--- config.mk ---
export PLATFORM = sky130hd
export DESIGN_NAME = alu_seq
export DESIGN_NICKNAME = d
export VERILOG_FILES = /design/src/rtl/alu_seq.sv
export SDC_FILE = /design/constraint.sdc
export NUM_CORES = 1
export LEC_CHECK = 0
export ABC_AREA = 1
export CORE_ASPECT_RATIO = 2
export CORE_MARGIN = 1
export CORE_UTILIZATION = 56
export DETAILED_ROUTE_END_ITERATION = 7
export GPL_TIMING_DRIVEN = 0
export PLACE_DENSITY = 0.81
export SLEW_MARGIN = 40
export SYNTH_ARGS = -nofsm -noshare
export SYNTH_HDL_FRONTEND = slang
export SYNTH_SLANG_ARGS = --single-unit
--- constraint.sdc ---
create_clock -name clk -period 2.75 [get_ports clk]
set_input_delay 0.55 -clock clk [delete_from_list [all_inputs] [get_ports clk]]
set_output_delay 0.55 -clock clk [all_outputs]
set_load 0.005 [all_outputs]
--- src/rtl/alu_seq.sv ---
// Sequential ALU: single-cycle add/sub/logic ops, bit-serial shifts and rotates.
// result/flags are registered and change only on the edge that enters DONE.
module alu_seq #(
   parameter int WIDTH = 8,
   parameter int SHW   = $clog2(WIDTH)
) (
   input  logic             clk,
   input  logic             rst,
   input  logic             start,
   input  logic [3:0]       opcode,
   input  logic [WIDTH-1:0] a,
   input  logic [WIDTH-1:0] b,
   output logic             busy,
   output logic             done,
   output logic [WIDTH-1:0] result,
   output logic [3:0]       flags
);

   typedef enum logic [1:0] {IDLE, SHIFT, DONE} state_t;

   state_t           state_q, state_d;
   logic [2:0]       sop_q, sop_d;   // {opcode[3], opcode[1:0]} of the shift in flight
   logic [WIDTH-1:0] wk_q, wk_d;
   logic [SHW-1:0]   cnt_q, cnt_d;
   logic [WIDTH-1:0] res_q, res_d;
   logic [3:0]       flg_q, flg_d;

   // One shift/rotate step; returns {bit shifted out, new value}.
   function automatic logic [WIDTH:0] step1(input logic [2:0] sop, input logic [WIDTH-1:0] v);
      logic [WIDTH:0] r;
      case (sop[1:0])
         2'b00:   r = {v[WIDTH-1], v[WIDTH-2:0], 1'b0};
         2'b01:   r = {v[0], (sop[2] & v[WIDTH-1]), v[WIDTH-1:1]};
         2'b10:   r = {v[WIDTH-1], v[WIDTH-2:0], v[WIDTH-1]};
         default: r = {v[0], v[0], v[WIDTH-1:1]};
      endcase
      return r;
   endfunction

   function automatic logic [3:0] mkflg(input logic [WIDTH-1:0] r, input logic v, input logic c);
      return {~|r, r[WIDTH-1], v, c};
   endfunction

   logic [WIDTH-1:0] bop;
   logic [WIDTH:0]   sum;
   logic [WIDTH-1:0] alu_res;
   logic             alu_v, alu_c;
   logic [SHW-1:0]   k;
   logic [WIDTH:0]   stp;

   always_comb begin
      bop   = opcode[3] ? ~b : b;
      sum   = {1'b0, a} + {1'b0, bop} + {{WIDTH{1'b0}}, opcode[3]};
      alu_v = 1'b0;
      alu_c = 1'b0;
      case (opcode[1:0])
         2'b00: begin
            alu_res = sum[WIDTH-1:0];
            alu_c   = sum[WIDTH];
            alu_v   = (a[WIDTH-1] == bop[WIDTH-1]) && (sum[WIDTH-1] != a[WIDTH-1]);
         end
         2'b01:   alu_res = a ^ b;
         2'b10:   alu_res = a & b;
         default: alu_res = opcode[3] ? ~(a | b) : (a | b);
      endcase
   end

   assign k   = b[SHW-1:0];
   // The first step is taken from the live inputs on the start edge.
   assign stp = (state_q == IDLE) ? step1({opcode[3], opcode[1:0]}, a) : step1(sop_q, wk_q);

   always_comb begin
      state_d = state_q;
      sop_d   = sop_q;
      wk_d    = wk_q;
      cnt_d   = cnt_q;
      res_d   = res_q;
      flg_d   = flg_q;
      case (state_q)
         IDLE: begin
            if (start) begin
               sop_d = {opcode[3], opcode[1:0]};
               if (!opcode[2]) begin
                  res_d   = alu_res;
                  flg_d   = mkflg(alu_res, alu_v, alu_c);
                  state_d = DONE;
               end else if (k == '0) begin
                  res_d   = a;
                  flg_d   = mkflg(a, 1'b0, 1'b0);
                  state_d = DONE;
               end else if (k == SHW'(1)) begin
                  res_d   = stp[WIDTH-1:0];
                  flg_d   = mkflg(stp[WIDTH-1:0], 1'b0, stp[WIDTH]);
                  state_d = DONE;
               end else begin
                  wk_d    = stp[WIDTH-1:0];
                  cnt_d   = k - SHW'(1);
                  state_d = SHIFT;
               end
            end
         end
         SHIFT: begin
            if (cnt_q == SHW'(1)) begin
               res_d   = stp[WIDTH-1:0];
               flg_d   = mkflg(stp[WIDTH-1:0], 1'b0, stp[WIDTH]);
               state_d = DONE;
            end else begin
               wk_d  = stp[WIDTH-1:0];
               cnt_d = cnt_q - SHW'(1);
            end
         end
         DONE:    state_d = IDLE;
         default: state_d = IDLE;
      endcase
   end

   always_ff @(posedge clk) begin
      if (rst) begin
         state_q <= IDLE;
         sop_q   <= '0;
         wk_q    <= '0;
         cnt_q   <= '0;
         res_q   <= '0;
         flg_q   <= '0;
      end else begin
         state_q <= state_d;
         sop_q   <= sop_d;
         wk_q    <= wk_d;
         cnt_q   <= cnt_d;
         res_q   <= res_d;
         flg_q   <= flg_d;
      end
   end

   assign busy   = (state_q != IDLE);
   assign done   = (state_q == DONE);
   assign result = res_q;
   assign flags  = flg_q;

endmodule
==> flow_summary.ini <==
[power]
pwr-share-clk = 0.175
intPower_mw = 0.797
p_comb_frac = 0.476
switchingPower_mw = 0.541
p_leak_nw = 1.55
total_power_mw = 1.34
power.density_nw_per_um2 = 415
ir_worst_vdd_mv = 0.332
seq_power_share = 0.348
p_sw_frac = 0.404

[drt]
ant_nets = 0
drt_iter0_drc = 130
wl_um = 8240
vias_per_cell = 5.68
vias = 2972
wl_per_cell_um = 15.8
drc = 0
drt_first_pass_iters = 4

[yosys]
synthFlopType = dfxtp_1
syn_area_per_cell_um2 = 6.32
synth_warnings = 0
synth-edff-count = 0
synthArstFlopShare = 0
ys_seq_area_frac = 0.201
netlist_area_um2 = 2690
synth.distinct_cells = 36
ys_seq_elements = 27
syn_nets = 477
postSynthCellCount = 425

[global_route]
use_met2 = 0.671
gr-usage-met1 = 0.318
antenna_found_initial = 0
grt_pass1_wl_um = 13000
grt_pass1_vias = 2811
busiest_layer = met2
use_met3 = 0.0242
grt.total_usage = 0.340
grt.overflow.total = 0
grt_max_degree = 15

[cts]
cts_buffer_depth = 2
clkLatencyLatePin_ns = 0.28
clock_sinks = 27
cts.reportedPaths.clkPinSlew_ns = 0.09
clock-root-buffer = clkbuf_8
cts_max_level = 1
cts_hold_buf = 0
cts_tree = done
numCtsBuffers = 3

[final_layout]
syn_to_final_growth_pct = 20.1
antennaDiodeCount = 0
fin_nets = 521
mostFrequentLayoutCells = 100 x nand2_1, 43 x inv_1, 42 x a21oi_1
drive_gt1_frac = 0.0897
n_fill_cell = 429
mostFrequentLayoutCell = nand2_1

[setup_path]
worst_ep_arrival_time_ns = 2.78
start_kind = input pin
cp_max_fo = 3
path_class = input pin to flop
cp_slowest_cell = clkdlybuf4s50_1
worstPathRequired_ns = 2.97
crit_start = b[1]
max_stage_delay_ns = 0.54
r2r_start = state_q[1]
crit_chain = clkdlybuf4s50_1, xor2_2, fa_2, nand2_1, nand3_1, nor2_1, nand2_1, nor2_1, nand2_1, nor2_1, nand3_1, nand2_1, nand2_1, a21oi_2
crit_top_cell = nand2_1
end_kind = flop

[sta]
slew_headroom = 0.604
min_period_ns = 2.56
clock.fmax_ghz = 0.391
rsz0062_at_grt = false
hold_viol_final = 0
holdWs_ns = 0.484
worstMarginPinSlew_ns = 0.591
fin_crit_sh = 0.931
clock-skew-final_ns = 0.00425
finalSetupViolCount = 0
drv_slew = 0

[floorplanning]
ios = 37
die_area_um2 = 5090
rows = 35
die-height_um = 100
core_um2 = 4600
start_util = 0.584
die_x_um = 51.0

[placed_design]
io_buffers = 35
gp_congestion = 0.988
dpl.hpwl_um = 6780

[run]
maxCapViolations = 0

[min_path]
hold_class = flop to flop
worst_hold_startpoint = result[5]

[status]
status = finished, final reports clean
-- flip-flops by register name, summed over array words and instances, names as in the netlist --
signal / cells
cnt_q: 3
sop_q: 3
state_q: 2
result: 7
wk_q: 8
flags: 4
-- final timing paths --
check	end	slack (ns)	cells past startpoint
setup / recovery	flags[3]	0.19	14
hold / removal	result[5]	0.48	2
hold reg to reg	result[5]	0.48	2
setup reg to reg	flags[3]	0.89	11
-- area by class of cell --
class	count	area, um2	area share
multi-input combinational	328	1870	0.581
buffer	15	101	0.0314
tap	55	68.8	0.0213
sequential	27	541	0.168
timing repair buffer	40	394	0.122
inverter	54	203	0.0628
clock buffer	4	45.0	0.0140
-- cell families (layout without fill, tap and decap cells) --
family,count (synthesis),count (layout),share of synthesized area
and+or+nand+nor,177,177,0.282
AOI/OAI and AO/OA,106,106,0.215
buffers and inverters,70,113,0.110
adders and majority gates,29,29,0.138
DFF,27,27,0.201
xor gates and xnor gates,15,15,0.0489
muxes,1,1,0.00512
-- synthesized netlist by cell type, drive strengths merged (4+ instances only) --
cell type	n	area [um2]
dfxtp	27	541
a21oi	44	224
o21ai	45	225
xor2	10	87.6
inv	53	199
xnor2	5	43.8
ha	28	350
nand3	28	140
nand2	102	388
a31oi	4	25.0
clkbuf	6	22.5
o211ai	6	45.0
buf	10	71.3
nor2	34	143
-- metrics by stage --
step / setup slack (ns) / cell area (um2) / utilization / cells / TNS [ns]
6_report: 0.191 / 3230 / 0.701 / 523 / 0
5_1_grt: 0.0324 / 3230 / 0.701 / 523 / 0
4_1_cts: 0.0428 / 3210 / 0.697 / 523 / 0
3_5_place_dp: -0.798 / 3110 / 0.675 / 515 / -5.02
3_3_place_gp: -0.760 / 3110 / 0.675 / 515 / -4.67
2_1_floorplan: 0.198 / 2690 / - / 425 / 0
-- what timing repair did --
action / 4_1_cts / 5_1_grt
setup endpoints to repair: 9 / 4
resized for setup: 8 / 6
pin swaps: 2 / 0
setup buffers: 5 / 0
hold endpoints to repair: 0 / 0
-- metal layers --
metal	routed length [um]	vias to the layer above
met5	0	-
met1	2920	1343
li1	-	1490
met4	483	0
met3	242	34
met2	4590	105
-- power groups by stage --
stage	clock network, mW	registers, mW	logic (mW)
finish	0.235	0.466	0.638
detailed placement	0	0.474	0.612
CTS	0.225	0.465	0.627
global placement	0	0.473	0.603
global route	0.249	0.472	0.704
floorplan	0	0.470	0.394
-- worst max-delay path, delay by kind of cell --
kind,cells,cell delay [ns]
adder cells (fa/ha/maj),1,0.46
buffers and inverters,1,0.54
AO/OA/AOI/OAI,1,0.11
XOR/XNOR,1,0.19
AND/OR/NAND/NOR,10,0.92
No activity file was read; power rests on OpenSTA's default activity.
